**src/rtl/arinc429_rx_word.sv**
```systemverilog
// ARINC429 bipolar RZ receiver: 32-bit word decode, odd-parity check, display digit unpack.
// Optional LABEL_FILTER_EN: drop parity-good words whose label differs from LABEL_MATCH.
module arinc429_rx_word #(
    parameter int          CLK_HZ      = 50000000,
    parameter int          HS_BPS      = 100000,
    parameter int          LS_BPS      = 12500,
    parameter logic [7:0]  LABEL_MATCH = 8'h00
) (
    input  logic        clk,
    input  logic        rst,
    input  logic        rx_a,
    input  logic        rx_b,
    input  logic        rec_rate,
    output logic [31:0] word,
    output logic [7:0]  label,
    output logic [3:0]  dat0,
    output logic [3:0]  dat1,
    output logic [3:0]  dat2,
    output logic [3:0]  dat3,
    output logic [3:0]  dat4,
    output logic [3:0]  dat5,
    output logic        word_valid,
    output logic        parity_err,
    output logic        frame_err,
    output logic        busy
);
    localparam int BIT_HS = CLK_HZ / HS_BPS;
    localparam int BIT_LS = CLK_HZ / LS_BPS;
    localparam int TW     = $clog2(2 * CLK_HZ / LS_BPS) + 1;

    typedef enum logic [1:0] {IDLE, BIT_SAMPLE, BIT_WAIT, CHECK} state_t;

    state_t        state, state_n;
    logic [TW-1:0] tmr;
    logic [5:0]    cnt;
    logic [31:0]   shreg;
    logic          rx_a_p0, rx_a_p1, rx_a_p2;
    logic          rx_b_p0, rx_b_p1, rx_b_p2;
    logic          rate_q;
    logic          rise_a, rise_b, one_rise, any_rise, rate_chg;
    logic [TW-1:0] qtr_m1, to_m1;
    logic          tmr_clr, shift, ld_n, perr_n, ferr_n;

    function automatic logic odd_parity_ok(input logic [31:0] w);
        return ^w;
    endfunction

    // First received bit (word[0]) becomes the label MSB.
    function automatic logic [7:0] label_of(input logic [31:0] w);
        logic [7:0] l;
        for (int i = 0; i < 8; i++) l[7-i] = w[i];
        return l;
    endfunction

    // Stage p0/p1: synchronizer; stage p2: previous value for edge detection
    always_ff @(posedge clk or posedge rst) begin
        if (rst) begin
            rx_a_p0 <= 1'b0; rx_a_p1 <= 1'b0; rx_a_p2 <= 1'b0;
            rx_b_p0 <= 1'b0; rx_b_p1 <= 1'b0; rx_b_p2 <= 1'b0;
            rate_q  <= 1'b0;
        end else begin
            rx_a_p0 <= rx_a;    rx_a_p1 <= rx_a_p0; rx_a_p2 <= rx_a_p1;
            rx_b_p0 <= rx_b;    rx_b_p1 <= rx_b_p0; rx_b_p2 <= rx_b_p1;
            rate_q  <= rec_rate;
        end
    end

    assign rise_a   = rx_a_p1 & ~rx_a_p2;
    assign rise_b   = rx_b_p1 & ~rx_b_p2;
    assign one_rise = (rise_a ^ rise_b) & (rx_a_p1 ^ rx_b_p1);
    assign any_rise = rise_a | rise_b;
    assign rate_chg = rec_rate ^ rate_q;
    assign qtr_m1   = rate_q ? TW'(BIT_HS / 4 - 1) : TW'(BIT_LS / 4 - 1);
    assign to_m1    = rate_q ? TW'(2 * BIT_HS - 1) : TW'(2 * BIT_LS - 1);

    always_comb begin
        state_n = state;
        tmr_clr = 1'b0;
        shift   = 1'b0;
        ld_n    = 1'b0;
        perr_n  = 1'b0;
        ferr_n  = 1'b0;
        case (state)
            IDLE: begin
                if (one_rise) begin
                    state_n = BIT_SAMPLE;
                    tmr_clr = 1'b1;
                end
            end
            BIT_SAMPLE: begin
                if (tmr == qtr_m1) begin
                    if (rx_a_p1 ^ rx_b_p1) begin
                        shift   = 1'b1;
                        state_n = (cnt == 6'd31) ? CHECK : BIT_WAIT;
                    end else begin
                        ferr_n  = 1'b1;
                        state_n = IDLE;
                    end
                end
            end
            BIT_WAIT: begin
                // Any edge goes to sampling so a both-rails-high bit is caught there.
                if (any_rise) begin
                    state_n = BIT_SAMPLE;
                    tmr_clr = 1'b1;
                end else if (tmr >= to_m1) begin
                    ferr_n  = 1'b1;
                    state_n = IDLE;
                end
            end
            CHECK: begin
                state_n = IDLE;
                if (odd_parity_ok(shreg)) begin
`ifdef LABEL_FILTER_EN
                    ld_n = (label_of(shreg) == LABEL_MATCH);
`else
                    ld_n = 1'b1;
`endif
                end else begin
                    perr_n = 1'b1;
                end
            end
            default: state_n = IDLE;
        endcase
        // A speed change mid-word abandons the word quietly.
        if (rate_chg && state != IDLE) begin
            state_n = IDLE;
            tmr_clr = 1'b0;
            shift   = 1'b0;
            ld_n    = 1'b0;
            perr_n  = 1'b0;
            ferr_n  = 1'b0;
        end
    end

    always_ff @(posedge clk or posedge rst) begin
        if (rst) begin
            state      <= IDLE;
            tmr        <= '0;
            cnt        <= '0;
            word       <= '0;
            word_valid <= 1'b0;
            parity_err <= 1'b0;
            frame_err  <= 1'b0;
        end else begin
            state      <= state_n;
            word_valid <= ld_n;
            parity_err <= perr_n;
            frame_err  <= ferr_n;
            if (tmr_clr)             tmr <= '0;
            else if (state != IDLE)  tmr <= tmr + 1'b1;
            if (state == IDLE)       cnt <= '0;
            else if (shift)          cnt <= cnt + 1'b1;
            if (ld_n)                word <= shreg;
        end
    end

    // Bits arrive LSB-first into word, so shift in from the top.
    always_ff @(posedge clk) begin
        if (shift) shreg <= {rx_a_p1, shreg[31:1]};
    end

    assign busy  = (state != IDLE);
    assign label = label_of(word);
    assign dat0  = word[11:8];
    assign dat1  = word[15:12];
    assign dat2  = word[19:16];
    assign dat3  = word[23:20];
    assign dat4  = word[27:24];
    assign dat5  = {1'b0, word[30:28]};

endmodule

```
**config.mk**
```make
export PLATFORM = sky130hd
export DESIGN_NAME = arinc429_rx_word
export DESIGN_NICKNAME = d
export VERILOG_FILES = /design/src/rtl/arinc429_rx_word.sv
export SDC_FILE = /design/constraint.sdc
export NUM_CORES = 1
export LEC_CHECK = 0
export ABC_AREA = 1
export BUFFER_PORTS_ARGS = -buffer_cell sky130_fd_sc_hd__buf_2
export CAP_MARGIN = 20
export CORE_MARGIN = 1
export CORE_UTILIZATION = 57
export DETAILED_ROUTE_END_ITERATION = 16
export HOLD_SLACK_MARGIN = 0.08
export PLACE_DENSITY_LB_ADDON = 0.2
export SETUP_SLACK_MARGIN = 0.2
export SLEW_MARGIN = 15
export SYNTH_ARGS = -nofsm -noshare
export SYNTH_HDL_FRONTEND = slang
export SYNTH_SLANG_ARGS = --single-unit
export TNS_END_PERCENT = 10
```
**constraint.sdc**
```tcl
create_clock -name clk -period 3.5 [get_ports clk]
set_clock_uncertainty 0.1 [all_clocks]
set_input_delay 0.175 -clock clk [delete_from_list [all_inputs] [get_ports clk]]
set_output_delay 0.175 -clock clk [all_outputs]
set_load 0.01 [all_outputs]
```
==> out/metrics.cfg, run 1 <==
[floorplan]
die_h_um = 96.8
ioPinCount = 73
initial_core_util_pct = 58.7
die_w_um = 96.8
rows = 34
die_area_um2 = 9360
core_area_um2 = 8720

[clocking]
cts_resized = 0
clkTransAtPathRegs_ns = 0.09
hold_buffers = 4
clock_path_buffers = 2
root_buffer = clkbuf_8
cts_setup_buffers = 0
cts_buffers = 9
cts_tree = done
clkSinkCount = 96
clkLatencyLatePin_ns = 0.35
cts-htree-levels = 3

[outcome]
status = finished clean

[yosys]
synth_cells = 643
yosys.cell_count.top_type = nand2_1
synth.distinct_cells = 32
ys.flop_type = dfrtp_1
synthArstFlopShare_pct = 66.7
synth.largest_area_cell = dfrtp_1
synth_fp_nets = 662
synth_area_um2 = 5120
synth_top_area_share_pct = 31.3
synthTopCellsByArea = dfrtp_1 31%, nand2_1 19%, edfxtp_1 19%
yosys_warnings = 0
yosys-top-cells-count = 264 x nand2_1, 73 x inv_1, 64 x dfrtp_1
synth-edff-count = 32
avgSynthCellArea_um2 = 7.96
seq_area_frac_synth_pct = 50.1
ys_ff_latch = 96

[final_layout]
final_cells = 803
antennaDiodeCount = 0
drive_gt1_share_pct = 14.7
finalInstanceArea_um2 = 5540
areaGrowthSynthToFinish_pct = 8.17
nets = 709

[placed_design]
dp_hpwl_um = 6600
port_buffers = 71
globalplace.congestion = 0.853
dp_cells = 783
placed_area_um2 = 5310

[sta]
slew_violations = 0
max_slew_margin_pct = 46.4
holdWs_ns = 0.254
timing.fmax_mhz = 397
setup_viol = 0
post-route-min-period_ns = 2.52
fin_crit_sh_pct = 72.0
hold_viol_final = 0
rsz0062_at_grt = no
fin_tns_setup_ns = 0
worstMarginPinSlew_ns = 0.803

[global_routing]
grt_first_pass_wirelength_um = 17000
first_global_vias = 3880
antenna_found_initial = 0
grtUsageTotal_pct = 21.8
overflow = 0
grt_max_degree = 40

[pwr]
vdd_ir_drop_max_uv = 399
total_power_mw = 2.97
power_density_nw_per_um2 = 536
p_leak_nw = 3.12

[route]
routed_wl_um = 9370
detail-route-antenna-nets = 0
detail_route.wl_per_cell_um = 11.7
dr.first_iter.drc_count = 133
drt-vias-per-instance = 5.01
dr.pass1.iters = 4
drc = 0
num_vias = 4020

[worst_setup_path]
end_kind = flop
setup.worst_path.class = reg -> reg
cp_max_fo = 35
worstPathRequired_ns = 3.67
cp-start-kind = flop
arrival_ns = 2.69

[flow_run]
cap_violations = 0

[worst_hold_path]
hold_path.class = reg -> reg

## flip-flops by register name, indices dropped and copies added, names as in the netlist
signal / cells
rx_a_p0: 1
state: 2
rx_b_p2: 1
rate_q: 1
word: 32
tmr: 14
word_valid: 1
rx_a_p2: 1
rx_b_p0: 1
shreg: 32
rx_b_p1: 1
frame_err: 1
parity_err: 1
cnt: 6
rx_a_p1: 1
## path summary, 6_finish.rpt
path | startpoint | end | slack [ns] | cells past startpoint
max | rate_q$_DFF_PP0_ | cnt[2]$_DFFE_PP0P_ | 0.98 | 11
min | rx_a_p0$_DFF_PP0_ | rx_a_p1$_DFF_PP0_ | 0.25 | 0
max reg2reg | rate_q$_DFF_PP0_ | cnt[2]$_DFFE_PP0P_ | 0.98 | 11
min reg2reg | rx_a_p0$_DFF_PP0_ | rx_a_p1$_DFF_PP0_ | 0.25 | 0
max in group asynchronous | rst | rx_b_p2$_DFF_PP0_ | 2.03 | 4
min in group asynchronous | rst | tmr[8]$_DFFE_PP0P_ | 0.42 | 3
## kinds of logic (layout without fill, tap and decap cells)
group	after synthesis	in the layout	synth area share, %
simple gates	376	376	30.4
buf+inv	119	171	12.0
flops	96	96	50.1
compound gates	34	34	3.50
fa+ha+maj	14	14	3.42
xor+xnor	3	3	0.514
other cells	1	1	0.0733
## power breakdown
part / switching [mW] / leakage [nW] / internal (mW)
registers: 0.118 / 1.15 / 1.31
logic: 0.517 / 1.87 / 0.317
clock network: 0.378 / 0.0937 / 0.332
total: 1.01 / 3.12 / 1.96
## cell usage in the layout, fill, tap and decap left out, drive strengths merged, types with 2 or more instances in the layout
cell and count:
xor2 2, ha 14, buf 75, clkbuf 11, nand3 57, a21oi 16, dlygate4sd3 4, inv 77
dfrtp 64, edfxtp 32, nand4 3, nor3 10, clkinv 2, o21ai 15, or2 3, nor2 32
nand2 267
## stage by stage
step	util, %	setup WS (ns)
finish	63.5	0.979
global route	63.5	0.780
CTS	63.5	0.992
detailed placement	60.9	1.01
global placement	60.9	1.10
floorplan	-	0.932
## critical path, cell delays in order (launching register included)
cell	delay [ns]
dfrtp_1	0.53
inv_1	0.11
ha_1	0.32
nor2_1	0.11
nand3_1	0.07
nor3_1	0.15
and2_1	0.18
nand2_1	0.10
inv_1	0.07
buf_4	0.40
nand2_1	0.12
a21oi_1	0.17
## layout make-up
type                            count  area, µm²
Fill cell                         759       3190
Sequential cell                    96       2560
Multi-Input combinational cell    428       1940
Timing Repair Buffer               79        425
Inverter                           76        285
Tap cell                          108        135
Clock buffer                       11        131
Clock inverter                      5       56.3
## metal layers
layer | track usage, % | wire length, µm | vias to the layer above | share of wire, %
li1 | - | - | 2079 | -
met1 | 28.4 | 4370 | 1838 | 47
met2 | 37.2 | 4540 | 91 | 48
met3 | 3.18 | 314 | 12 | 3.4
met4 | 7.81 | 142 | 0 | 1.5
met5 | 0 | 0 | - | 0
No activity file was read; power rests on OpenSTA's default activity.
==> run 2: changes to the inputs <==
Settings changed: ABC_AREA 1 to 0, CORE_UTILIZATION 57 to 50.
Clock period 3.5 ns to 2.3 ns, I/O delays scaled along.
==> run 2 against run 1 <==
  * The flow now finishes with violations (setup timing)
  * Via count down 36%
  * Area after synthesis down 15%
  * Power up 75%
  * First-iteration DRC count down 17%
  * Hold slack worse by 0.096 ns
  * Maximum frequency up 3.5%
  * Register-to-register slack worse by 1.1 ns
  * Synthesized cell count down 50%
  * Largest power group unchanged
  * Wire length down 18%
  * Die area down 3.6%
  * Sequential share of layout area up 3.0 points
  * Largest cell class unchanged
==> out/metrics.cfg, run 2 <==
[global_routing]
grt_first_pass_wirelength_um = 11900  ; was 17,000 µm
antenna_found_initial = 0  ; unchanged
first_global_vias = 2418  ; was 3,880
grt_max_degree = 51  ; was 40
grtUsageTotal_pct = 17.8  ; was 21.8%
overflow = 0  ; unchanged

[sta]
timing.fmax_mhz = 411  ; was 397 MHz
rsz0062_at_grt = yes  ; was no
hold_viol_final = 0  ; unchanged
fin_ws_ns = -0.136  ; was 0.979 ns
fin_tns_setup_ns = -3.03  ; was 0 ns
fin_crit_sh_pct = 106  ; was 72.0%
setup_viol = 65  ; was 0
slew_violations = 0  ; unchanged
post-route-min-period_ns = 2.44  ; was 2.52 ns

[yosys]
synthTopCellsByArea = dfrtp_1 37%, edfxtp_1 22%, mux2_2 8.6%  ; was dfrtp_1 31%, nand2_1 19%, edfxtp_1 19%
ys.flop_type = dfrtp_1  ; unchanged
yosys-top-cells-count = 64 x dfrtp_1, 33 x mux2_2, 32 x buf_4, 32 x edfxtp_1, 31 x xnor2_1  ; was 264 x nand2_1, 73 x inv_1, 64 x dfrtp_1
yosys_warnings = 0  ; unchanged
synth_top_area_share_pct = 37.0  ; was 31.3%
synth_fp_nets = 341  ; was 662
synth-edff-count = 32  ; unchanged
synthAdderAreaFrac_pct = 4.05  ; was 3.42%
yosys.cell_count.top_type = dfrtp_1  ; was nand2_1
synth.distinct_cells = 39  ; was 32
synthXorXnorAreaFrac_pct = 9.92  ; was 0.513%
yosys.area_share.simple_pct = 7.46  ; was 30.4%
synth.largest_area_cell = dfrtp_1  ; unchanged
avgSynthCellArea_um2 = 13.4  ; was 7.96 µm²
ys_ff_latch = 96  ; unchanged
synth_compound_area_share_pct = 2.75  ; was 3.50%
muxShareOfSynthArea_pct = 9.29  ; was 0%
seq_area_frac_synth_pct = 59.2  ; was 50.1%
synth_top_family_by_area = XOR/XNOR gates  ; was simple AND/OR/NAND/NOR gates
synthArstFlopShare_pct = 66.7  ; unchanged
synth_area_um2 = 4330  ; was 5120 µm²
synth_cells = 322  ; was 643

[clocking]
cts-htree-levels = 3  ; unchanged
clkSinkCount = 96  ; unchanged
clock_path_buffers = 2  ; unchanged
root_buffer = clkbuf_8  ; unchanged
cts_tree = done  ; unchanged
clkTransAtPathRegs_ns = 0.09  ; about the same
clkLatencyLatePin_ns = 0.36  ; was 0.35 ns
cts_buffers = 9  ; unchanged

[worst_setup_path]
end_kind = flop  ; unchanged
worstPathRequired_ns = 2.44  ; was 3.67 ns
r2r_cells = 9  ; was 11
cp_max_fo = 5  ; was 35
arrival_ns = 2.58  ; was 2.69 ns
worstReg2RegEnd = state[1]$_DFFE_PP0P_  ; was cnt[2]$_DFFE_PP0P_
r2r-start = rate_q$_DFF_PP0_  ; unchanged
regToRegSetupSlack_ns = -0.14  ; was 0.98 ns
setup.worst_path.class = reg -> reg  ; unchanged
cp-start-kind = flop  ; unchanged

[route]
drt-vias-per-instance = 5.04  ; was 5.01
detail_route.wl_per_cell_um = 15.1  ; was 11.7 µm
routed_wl_um = 7680  ; was 9370 µm
num_vias = 2565  ; was 4,020
dr.pass1.iters = 6  ; was 4
dr.first_iter.drc_count = 110  ; was 133
detail-route-antenna-nets = 0  ; unchanged
drc = 0  ; unchanged

[outcome]
violations = setup timing
status = finished, violations left  ; was finished clean

[pwr]
power_density_nw_per_um2 = 999  ; was 536 nW/µm²
internal_power_mw = 3.50  ; was 1.96 mW
clockPowerShare_pct = 21.3  ; was 23.9%
total_power_mw = 5.20  ; was 2.97 mW
power_frac_seq_pct = 44.8  ; was 48.0%
switchingPower_mw = 1.70  ; was 1.01 mW
p_leak_nw = 2.33  ; was 3.12 nW
vdd_ir_drop_max_uv = 397  ; was 399 µV
swShare_pct = 32.7  ; was 34.1%
p_comb_share_pct = 33.9  ; was 28.1%

[floorplan]
core_area_um2 = 8300  ; was 8720 µm²
die_w_um = 95.0  ; was 96.8 µm
die_h_um = 95.0  ; was 96.8 µm
initial_core_util_pct = 52.1  ; was 58.7%
ioPinCount = 73  ; unchanged
die_area_um2 = 9030  ; was 9360 µm²
rows = 33  ; was 34

[final_layout]
post-route-util_pct = 62.7  ; was 63.5%
antennaDiodeCount = 0  ; unchanged
layout_commonest_cell = buf_2  ; was nand2_1
multi_input_area_um2 = 1590  ; was 1940 µm²
nets = 418  ; was 709
drive_gt1_share_pct = 41.1  ; was 14.7%
top_regs = shreg (32), word (32), tmr (14)  ; unchanged
seq_area_um2 = 2560  ; about the same
layout_common_cells = 71 x buf_2, 63 x dfrtp_1, 32 x edfxtp_1, 29 x xnor2_1, 28 x mux2_2  ; was 264 x nand2_1, 72 x inv_1, 71 x buf_2, 64 x dfrtp_1, 56 x nand3_1
areaGrowthSynthToFinish_pct = 20.4  ; was 8.17%
fillers = 660  ; was 759

[placed_design]
dp_hpwl_um = 5110  ; was 6600 µm
globalplace.congestion = 0.791  ; was 0.853
port_buffers = 71  ; unchanged

[worst_hold_path]
hold_path.class = in -> async  ; was reg -> reg

[flow_run]
cap_violations = 0  ; unchanged

==> run 2: cell types whose count changed after synthesis, moves of 4 or more <==
cell | before | now
a21oi_1 | 16 | 4
inv_1 | 73 | 7
mux2_2 | 0 | 33
nand2_1 | 264 | 13
nand3_1 | 56 | 4
nand4_1 | 3 | 7
nor2_1 | 31 | 19
nor3_1 | 9 | 1
o21ai_0 | 14 | 2
xnor2_1 | 1 | 31
xor2_1 | 2 | 18
==> run 2: cells by family (layout without fill, tap and decap cells) <==
family,count (synthesis),after routing
AND/OR/NAND/NOR,64,64
other,1,1
buffers and inverters,45,127
flip-flops,96,96
adder cells (fa/ha/maj),14,14
XOR/XNOR,49,49
multiplexers,36,36
AO/OA/AOI/OAI,17,17
==> run 2: timing repair <==
action | in CTS | in global routing
setup endpoints to repair | 73 | 75
setup buffers | 0 | 5
pin swaps | 8 | 13
hold buffers | 4 | 0
resized for setup | 10 | 18
hold endpoints to repair | 67 | 0
==> run 2: worst max-delay path by stage <==
stage | end | startpoint | depth (start not counted)
4_1_cts | state[1]$_DFFE_PP0P_ | rate_q$_DFF_PP0_ | 8
5_1_grt | state[1]$_DFFE_PP0P_ | rate_q$_DFF_PP0_ | 9
2_1_floorplan | cnt[5]$_DFFE_PP0P_ | rate_q$_DFF_PP0_ | 9
3_3_place_gp | state[1]$_DFFE_PP0P_ | rate_q$_DFF_PP0_ | 9
3_5_place_dp | state[1]$_DFFE_PP0P_ | rate_q$_DFF_PP0_ | 9
6_report | state[1]$_DFFE_PP0P_ | rate_q$_DFF_PP0_ | 9
==> run 2: area by class of cell <==
type                       count  area share, %
inverter                       7          0.553
clock buffer                  11           2.52
multi-input combinational    181           30.5
clock inverter                 5           1.23
timing repair buffer         104           13.4
tap                          105           2.52
sequential                    96           49.2
==> run 2: metrics by stage <==
step | cell area, µm² | cells | worst slack, ns | hold WS [ns]
3_5_place_dp | 4790 | 484 | -0.175 | 0.00388
4_1_cts | 5060 | 504 | -0.108 | 0.160
5_1_grt | 5210 | 509 | -0.194 | 0.182
2_1_floorplan | 4360 | 322 | -0.190 | 0.0464
3_3_place_gp | 4790 | 484 | -0.0827 | -0.00706
6_report | 5210 | 509 | -0.136 | 0.157
==> run 2: worst max-delay path, stage by stage, from the launching register on <==
cell and delay (ns):
dfrtp_2 0.46, buf_6 0.15, inv_4 0.06, ha_4 0.21
nor4b_4 0.20, nand4_1 0.13, a21o_1 0.21, a32o_2 0.28
a41oi_4 0.21, mux2_4 0.32
==> run 2: power groups by stage <==
stage	Combinational, mW	Sequential [mW]	Clock, mW
floorplan	1.12	2.50	0
global placement	1.65	2.35	0
detailed placement	1.69	2.37	0
CTS	1.74	2.34	1.13
global route	1.94	2.39	1.20
finish	1.76	2.33	1.11
==> run 2: per-layer routing <==
| layer | track usage, % | share of wire (%) |
|---|---|---|
| met1 | 24.4 | 47 |
| met2 | 27.6 | 48 |
| met3 | 3.11 | 2.9 |
| met4 | 8.08 | 1.4 |
| met5 | 0 | 0 |
